--- src/rtl/pulse_counter_bank_pkg.sv ---
`default_nettype none
// ============================================================================
// Module      : pulse_counter_bank_pkg
// Description : Shared mode encoding and default parameters for the pulse
//               counter bank and its per-channel counter.
// Revision    : 1.0 - initial release
// ============================================================================
package pulse_counter_bank_pkg;

    // Behaviour when a counted event arrives with count at (or above) limit
    localparam logic MODE_WRAP = 1'b0;
    localparam logic MODE_SAT  = 1'b1;

    // Default bank geometry
    localparam int PCB_DW          = 8;
    localparam int PCB_NCH         = 4;
    localparam int PCB_SELW        = 2;
    localparam int PCB_CLR_ON_SNAP = 0;

endpackage : pulse_counter_bank_pkg
`default_nettype wire

--- src/rtl/dffr.sv ---
`default_nettype none
// ============================================================================
// Module      : dffr
// Description : W-bit register, asynchronous active-low reset to zero.
// Revision    : 1.0 - initial release
// ============================================================================
module dffr #(
    parameter int W = 1
) (
    input  logic         clk,
    input  logic         rst_n,
    input  logic [W-1:0] i_d,
    output logic [W-1:0] o_q
);

    // Capture next state; reset clears immediately without a clock
    always_ff @(posedge clk or negedge rst_n) begin
        if (!rst_n) o_q <= '0;
        else        o_q <= i_d;
    end

endmodule : dffr
`default_nettype wire

--- src/rtl/pulse_counter_ch.sv ---
`default_nettype none
// ============================================================================
// Module      : pulse_counter_ch
// Description : One counter channel: rising-edge detect, limited count with
//               wrap/saturate behaviour, sticky overflow and clear inputs.
// Revision    : 1.0 - initial release
// ============================================================================
module pulse_counter_ch
    import pulse_counter_bank_pkg::*;
#(
    parameter int DW = 8
) (
    input  logic          clk,
    input  logic          rst_n,
    input  logic          i_en,
    input  logic          i_mode_sat,
    input  logic [DW-1:0] i_limit,
    input  logic          i_evt,
    input  logic          i_clr,
    input  logic          i_snap_clr,
    output logic [DW-1:0] o_count,
    output logic          o_ovf
);

    localparam logic [DW-1:0] c_one = {{(DW-1){1'b0}}, 1'b1};

    logic          r_evt_q;
    logic [DW-1:0] r_count;
    logic          r_ovf;
    logic          w_hit;
    logic [DW-1:0] w_count_nxt;
    logic          w_ovf_nxt;

    // Next state: clear beats snapshot-clear beats counting. A count above a
    // lowered limit is handled like count == limit.
    always_comb begin
        w_hit       = i_evt & ~r_evt_q & i_en;
        w_count_nxt = r_count;
        w_ovf_nxt   = r_ovf;
        if (i_clr) begin
            w_count_nxt = '0;
            w_ovf_nxt   = 1'b0;
        end else if (i_snap_clr) begin
            w_count_nxt = w_hit ? c_one : '0;
        end else if (w_hit) begin
            if (r_count < i_limit) begin
                w_count_nxt = r_count + c_one;
            end else begin
                w_count_nxt = (i_mode_sat == MODE_SAT) ? r_count : '0;
                w_ovf_nxt   = 1'b1;
            end
        end
    end

    // Event history tracks the input regardless of enable
    dffr #(.W(1)) u_evt_q (.clk(clk), .rst_n(rst_n), .i_d(i_evt), .o_q(r_evt_q));
    dffr #(.W(DW)) u_count (.clk(clk), .rst_n(rst_n), .i_d(w_count_nxt), .o_q(r_count));
    dffr #(.W(1)) u_ovf (.clk(clk), .rst_n(rst_n), .i_d(w_ovf_nxt), .o_q(r_ovf));

    assign o_count = r_count;
    assign o_ovf   = r_ovf;

endmodule : pulse_counter_ch
`default_nettype wire

--- src/rtl/pulse_counter_bank.sv ---
`default_nettype none
// ============================================================================
// Module      : pulse_counter_bank
// Description : NCH independent edge counters with shared limit/mode, sticky
//               overflow, per-channel clear and a snapshot read port.
// Revision    : 1.0 - initial release
// ============================================================================
module pulse_counter_bank
    import pulse_counter_bank_pkg::*;
#(
    parameter int DW          = PCB_DW,
    parameter int NCH         = PCB_NCH,
    parameter int SELW        = PCB_SELW,
    parameter int CLR_ON_SNAP = PCB_CLR_ON_SNAP
) (
    input  logic              clk,
    input  logic              rst_n,
    input  logic              en,
    input  logic              mode_sat,
    input  logic [DW-1:0]     limit,
    input  logic [NCH-1:0]    evt,
    input  logic [NCH-1:0]    clr,
    input  logic              snap_req,
    input  logic [SELW-1:0]   snap_sel,
    output logic              snap_vld,
    output logic [DW-1:0]     snap_data,
    output logic [NCH*DW-1:0] cnt,
    output logic [NCH-1:0]    tc,
    output logic [NCH-1:0]    ovf
);

    logic [NCH-1:0] w_snap_hit;
    logic [DW-1:0]  w_sel_cnt;
    logic [DW-1:0]  w_snap_data_nxt;
    logic [DW-1:0]  r_snap_data;
    logic           r_snap_vld;

    // One counter per channel; snapshot selection decoded per channel so an
    // out-of-range index simply matches nothing
    for (genvar gi = 0; gi < NCH; gi++) begin : g_ch
        assign w_snap_hit[gi] = snap_req & (snap_sel == SELW'(gi));

        pulse_counter_ch #(.DW(DW)) u_ch (
            .clk        (clk),
            .rst_n      (rst_n),
            .i_en       (en),
            .i_mode_sat (mode_sat),
            .i_limit    (limit),
            .i_evt      (evt[gi]),
            .i_clr      (clr[gi]),
            .i_snap_clr ((CLR_ON_SNAP != 0) & w_snap_hit[gi]),
            .o_count    (cnt[gi*DW +: DW]),
            .o_ovf      (ovf[gi])
        );

        assign tc[gi] = (cnt[gi*DW +: DW] == limit);
    end

    // Snapshot mux: OR of one-hot selected counts, zero when nothing selected
    always_comb begin
        w_sel_cnt = '0;
        for (int i = 0; i < NCH; i++) begin
            if (w_snap_hit[i]) w_sel_cnt = w_sel_cnt | cnt[i*DW +: DW];
        end
        w_snap_data_nxt = snap_req ? w_sel_cnt : r_snap_data;
    end

    dffr #(.W(DW)) u_snap_data (.clk(clk), .rst_n(rst_n), .i_d(w_snap_data_nxt), .o_q(r_snap_data));
    dffr #(.W(1))  u_snap_vld  (.clk(clk), .rst_n(rst_n), .i_d(snap_req), .o_q(r_snap_vld));

    assign snap_data = r_snap_data;
    assign snap_vld  = r_snap_vld;

endmodule : pulse_counter_bank
`default_nettype wire

--- config.mk ---
export PLATFORM = sky130hd
export DESIGN_NAME = pulse_counter_bank
export DESIGN_NICKNAME = d
export VERILOG_FILES = /design/src/rtl/pulse_counter_bank_pkg.sv /design/src/rtl/dffr.sv /design/src/rtl/pulse_counter_ch.sv /design/src/rtl/pulse_counter_bank.sv
export SDC_FILE = /design/constraint.sdc
export NUM_CORES = 1
export LEC_CHECK = 0
export ABC_AREA = 0
export BUFFER_PORTS_ARGS = -buffer_cell sky130_fd_sc_hd__clkbuf_2
export CAP_MARGIN = 0
export CORE_MARGIN = 4
export CORE_UTILIZATION = 55
export CTS_CLUSTER_SIZE = 30
export DETAILED_ROUTE_END_ITERATION = 16
export PLACE_DENSITY = 0.91
export SETUP_SLACK_MARGIN = 0.3
export SYNTH_ARGS = -nofsm -noshare
export SYNTH_HDL_FRONTEND = slang
export SYNTH_SLANG_ARGS = --single-unit
--- constraint.sdc ---
create_clock -name clk -period 2.55 [get_ports clk]
set_clock_uncertainty 0.05 [all_clocks]
set_input_delay 0.1275 -clock clk [delete_from_list [all_inputs] [get_ports clk]]
set_output_delay 0.1275 -clock clk [all_outputs]
set_load 0.05 [all_outputs]
**Yosys cells after proc, flatten, opt, wreduce, memory -nomap -nowiden**

Cells that the tools add are included.

- Register bits after elaboration: 49
- Bits of input ports: 23
- Word-level logic and storage cells: 98
- Output and inout port bits: 49

- Muxes and demuxes: 29
- Eq/ne operators: 15
- Bitwise logic cells: 19
- Add/subtract/negate cells: 4
- Magnitude comparators: 4
- Reductions and logical operators: 13

Operator list:

| cell | number |
|---|---|
| two-way mux 8 bit | 17 |
| adder 8 x 1 -> 8 bit (second input constant) | 4 |
| equality test 8 bit | 4 |
| less-than comparator 8 bit | 4 |
| OR 8 bit | 3 |
| AND reduction 2 bit | 8 |
| AND 1 bit | 12 |
| two-way mux 1 bit | 12 |
| inequality test 3 x 1 -> 1 bit (second input constant) | 4 |
| inequality test 2 bit (second input constant) | 4 |
| nonzero test 2 bit | 4 |
| equality test 2 bit (second input constant) | 2 |
| NOT 1 bit | 4 |
| equality test 2 x 1 -> 1 bit (second input constant) | 1 |
| logical NOT 2 bit | 1 |

**Logic depth before layout (Yosys ltp)**

- Word-level depth: 9
- Gate-level depth with buffers: 9
- Mapped depth without buffers: 8

**Hierarchy**

From an unflattened synthesis, not the netlist that was laid out.

- Cell total of the unflattened synthesis: 453
- Area total of the unflattened synthesis: 3876.2 um^2

Modules (own cells, without submodules):

| module | area an instance (um^2) | cells each | sequential area each (um^2) | instances |
|---|---|---|---|---|
| pulse_counter_ch | 491.7 | 78 | 0.0 | 4 |
| dffr (g_ch[0].u_ch.u_count ...) | 200.2 | 8 | 200.2 | 5 |
| pulse_counter_bank | 683.2 | 92 | 0.0 | 1 |
| dffr (g_ch[0].u_ch.u_evt_q ...) | 25.0 | 1 | 25.0 | 9 |

**Worst setup path before layout**

No wires, ideal clock.

- Path kind: flip-flop to flip-flop
- Start: register g_ch[3].u_ch.u_count.o_q[1]
- End: register g_ch[3].u_ch.u_count.o_q[5]
- Cell stages (with the launch flop): 9
- Library setup time: 0.084 ns
- Path buffers: 1
- Setup slack: 0.098 ns
- Required time: 2.416 ns
- Arrival time: 2.318 ns
- Clock period less this slack: 2.452 ns
- Cells stage by stage: dfrtp_1 ha_1 nor2b_1 o211ai_1 a21o_1 a21boi_1 buf_2 or4_1 a21boi_0

- Word-level cells in the longest chain between the ends: 4
- Elaborated cells between the ends (all ways): 7
- Classes of those cells: add/sub: 1; order compare: 1; eq/ne: 1; mux: 3; reduce/logical: 1

RTL lines:

| item | RTL line | text |
|---|---|---|
| start, declared | dffr.sv:13 | `output logic [W-1:0] o_q` |
| start signal, assigned | dffr.sv:19 | `else o_q <= i_d;` |
| adder 8 x 1 -> 8 bit / less-than comparator 8 bit (equally long branches) | pulse_counter_ch.sv:47, pulse_counter_ch.sv:46 |  |
| two-way mux 8 bit | pulse_counter_ch.sv:46 | `if (r_count < i_limit) begin` |
| two-way mux 8 bit | pulse_counter_ch.sv:45 | `end else if (w_hit) begin` |
| two-way mux 8 bit | pulse_counter_ch.sv:40 | `if (i_clr) begin` |

Several ways; a longest one is shown, not always the timed one. The select of a mux whose other input is x is not followed.
A chain may end at the register's enable or synchronous reset.

**Final worst setup path**

Ends and elaborated chain as after synthesis.

==> reports/metrics.yaml <==
run_status:
  status: "finished, final reports clean"
synthesis:
  synth_fa_ha_area_share_pct: 13.47
  syn-instance-count: 349
  ys_seq_area_share_pct: 36.66
  synth_compound_area_share_pct: 17.85
  muxShareOfSynthArea_pct: 8.717
  synth-simple-area-share_pct: 18.89
  synth_cell_types: 44
  synth_xor_area_share_pct: 0
  synth_edf_count: 0
  synth_fp_nets: 408
  avgSynthCellArea_um2: 9.583
  yosys_warnings: 0
  syn-cell-area_mm2: 0.003344
  synth_top_family_by_area: "simple AND/OR/NAND/NOR gates"
  async_reset_ff_share_pct: 100.0
  ys.flop_type: "dfrtp_1"
  yosys_register_bits: 49
critical_path:
  critPathArrivalTime_ns: 2.45
  worst-setup-path-type: "flip-flop to flip-flop"
  crit_chain: "ha_4 > nor2b_1 > o211ai_1 > a21o_1 > a21boi_4 > or4_1 > a21boi_1"
  cp_slowest_cell: "or4_1"
  r2r_cells: 7
  critPathMaxStageDelay_ns: 0.53
  crit_path_end_kind: "flip-flop"
  crit_fanout: 11
  setup.worst_path.start_class: "flip-flop"
  required_ns: 2.71
cts:
  clk_latency_ns: 0.30
  cts.path.max_buffers: 2
  cts_max_level: 2
  cts_buffers: 5
  cts_tree: "done"
  clk_pin_slew_ns: 0.09
  cts.sinks: 49
  clock-root-buffer: "clkbuf_8"
hold_path:
  whs_path_depth: 2
  hold_path.class: "primary input to flip-flop"
placement:
  dpl_worst_slack_ns: 0.2661
  gp_congestion: 0.9448
  dp.cells: 489
  place.detailed.hpwl_um: 7117
  io_buffers: 71
  place_area_mm2: 0.003829
cells_and_area:
  multi_input_area_mm2: 0.002039
  layout_common_cells: "72 x clkbuf_2, 37 x dfrtp_1, 33 x ha_1"
  drive_above_1_share_pct: 31.81
  nFillCells: 454
  final_cells: 512
  syn_to_final_growth_pct: 22.15
  layout.cells.most_common: "clkbuf_2"
  final_area_mm2: 0.004085
  final_nets: 495
  insertedDiodeCount: 0
  utilization_pct: 69.00
  register_area_mm2: 0.001241
grt:
  grt_pass1_wl_um: 15070
  grt_start_max_net_pins: 50
  grtUsageTotal_pct: 26.20
  grt_pass1_vias: 3027
  grt.met2_usage_pct: 42.26
  grtUsageMet3_pct: 5.956
  antenna_found_initial: 0
  busiest_layer: "met2"
  grtUsageMet1_pct: 33.66
  overflow: 0
sta:
  hold_viol: 0
  setup_tns_ns: 0
  fin_hold_ws_ns: 0.01637
  finalSetupViolCount: 0
  max_clock_freq_mhz: 435.4
  rsz0062_at_grt: "true"
  relSlewSlack_pct: 59.17
  timing.final.crit_share_pct: 90.08
  worstMarginPinSlew_ns: 0.6124
  final_max_slew_viol_count: 0
  setup_ws_ns: 0.2531
  min_period_ns: 2.297
detailed_routing:
  vias: 3284
  drc: 0
  drt_pre_antenna_iters: 5
  routed_wl_um: 9595
  wire_per_inst_um: 18.74
  ant_nets: 0
  vias_per_cell: 6.414
  drt_iter0_markers: 274
power:
  power_mw: 1.565
  leakagePower_nw: 1.959
  peakVddDrop_uv: 245.8
  p_per_area_mw_per_mm2: 383.0
floorplanning:
  rows: 28
  die_area_mm2: 0.007393
  start_util_pct: 56.49
  core_mm2: 0.005921
  die_h_um: 85.98
  die_x_um: 85.98
  pin_count: 72
run:
  maxCapViolations: 0
## final timing paths
path	start	end	slack [ns]
worst max-delay path	g_ch[3].u_ch.u_count.o_q[1]	g_ch[3].u_ch.u_count.o_q[5]	0.25
worst min-delay path	clr[2]	g_ch[2].u_ch.u_ovf.o_q	0.02
worst max register to register	g_ch[3].u_ch.u_count.o_q[1]	g_ch[3].u_ch.u_count.o_q[5]	0.25
worst min register to register	u_snap_data.o_q[1]	u_snap_data.o_q[1]	0.46
max in group asynchronous	rst_n	g_ch[3].u_ch.u_count.o_q[0]	1.59
min in group asynchronous	rst_n	g_ch[2].u_ch.u_count.o_q[0]	0.41
## critical path, delay by kind of cell, from the launching register on
| kind | cells | cell delay, ns |
|---|---|---|
| flip-flops | 1 | 0.43 |
| adder cells (fa/ha/maj) | 1 | 0.22 |
| AO/OA/AOI/OAI | 4 | 0.84 |
| AND/OR/NAND/NOR | 2 | 0.67 |
## area by class of cell
type / instances / share of cell area, %
clock inverters: 1 / 0.1225
inverters: 23 / 2.113
multi-input cells: 265 / 49.92
clock buffers: 7 / 2.358
repair buffers: 92 / 12.80
well taps: 75 / 2.297
flip-flops and latches: 49 / 30.38
## report_power, final
part | switching, mW | total, mW | internal, mW | leakage [nW]
combinational | 0.169 | 0.258 | 0.0885 | 1.25
clock | 0.254 | 0.499 | 0.245 | 0.0542
sequential | 0.0174 | 0.808 | 0.790 | 0.650
total | 0.440 | 1.56 | 1.12 | 1.96
## cell families (layout without fill, tap and decap cells)
group | Yosys count | count (layout)
mux | 18 | 18
buf+inv | 35 | 123
simple gates | 115 | 115
flops | 49 | 49
compound gates | 96 | 96
fa+ha+maj | 36 | 36
## synthesized netlist by cell type (all sizes together) (2+ instances only)
| cell | count | area (µm²) |
|---|---|---|
| a211oi | 2 | 15.01 |
| a21boi | 11 | 82.57 |
| a21o | 3 | 22.52 |
| a21oi | 30 | 150.1 |
| a22oi | 4 | 30.03 |
| a31oi | 3 | 18.77 |
| and3 | 4 | 25.02 |
| buf | 7 | 42.54 |
| clkbuf | 5 | 18.77 |
| dfrtp | 49 | 1226 |
| ha | 36 | 450.4 |
| inv | 23 | 86.33 |
| mux2 | 9 | 101.4 |
| mux4 | 8 | 180.2 |
| nand2 | 14 | 52.55 |
| nand2b | 6 | 37.54 |
| nand3 | 18 | 90.09 |
| nand3b | 4 | 37.53 |
| nand4 | 11 | 68.82 |
| nand4b | 4 | 35.03 |
| nor2 | 25 | 93.84 |
| nor2b | 4 | 25.02 |
| o211ai | 6 | 45.04 |
| o21a | 2 | 22.52 |
| o21ai | 23 | 115.1 |
| o31ai | 8 | 60.06 |
| or2 | 3 | 18.77 |
| or3 | 12 | 75.07 |
| or4 | 6 | 45.04 |
## flip-flops by register name (all words and copies together) (netlist names)
| register | count |
|---|---|
| u_snap_vld.o_q | 1 |
| u_snap_data.o_q | 8 |
| g_ch.u_ch.u_ovf.o_q | 4 |
| g_ch.u_ch.u_evt_q.o_q | 4 |
| g_ch.u_ch.u_count.o_q | 32 |
## layer usage
layer  wire length [µm]  vias to the layer above
li1                   -                     1488
met1               3685                     1575
met2               4575                      184
met3                903                       37
met4                431                        0
met5                  0                        -
## timing repair
action                     in CTS  in global routing
hold buffers                    5                  0
setup endpoints to repair       3                 12
hold endpoints to repair       53                  0
setup buffers                   0                 10
pin swaps                       0                  6
resized for setup               1                 11
No activity file was read; power rests on OpenSTA's default activity.
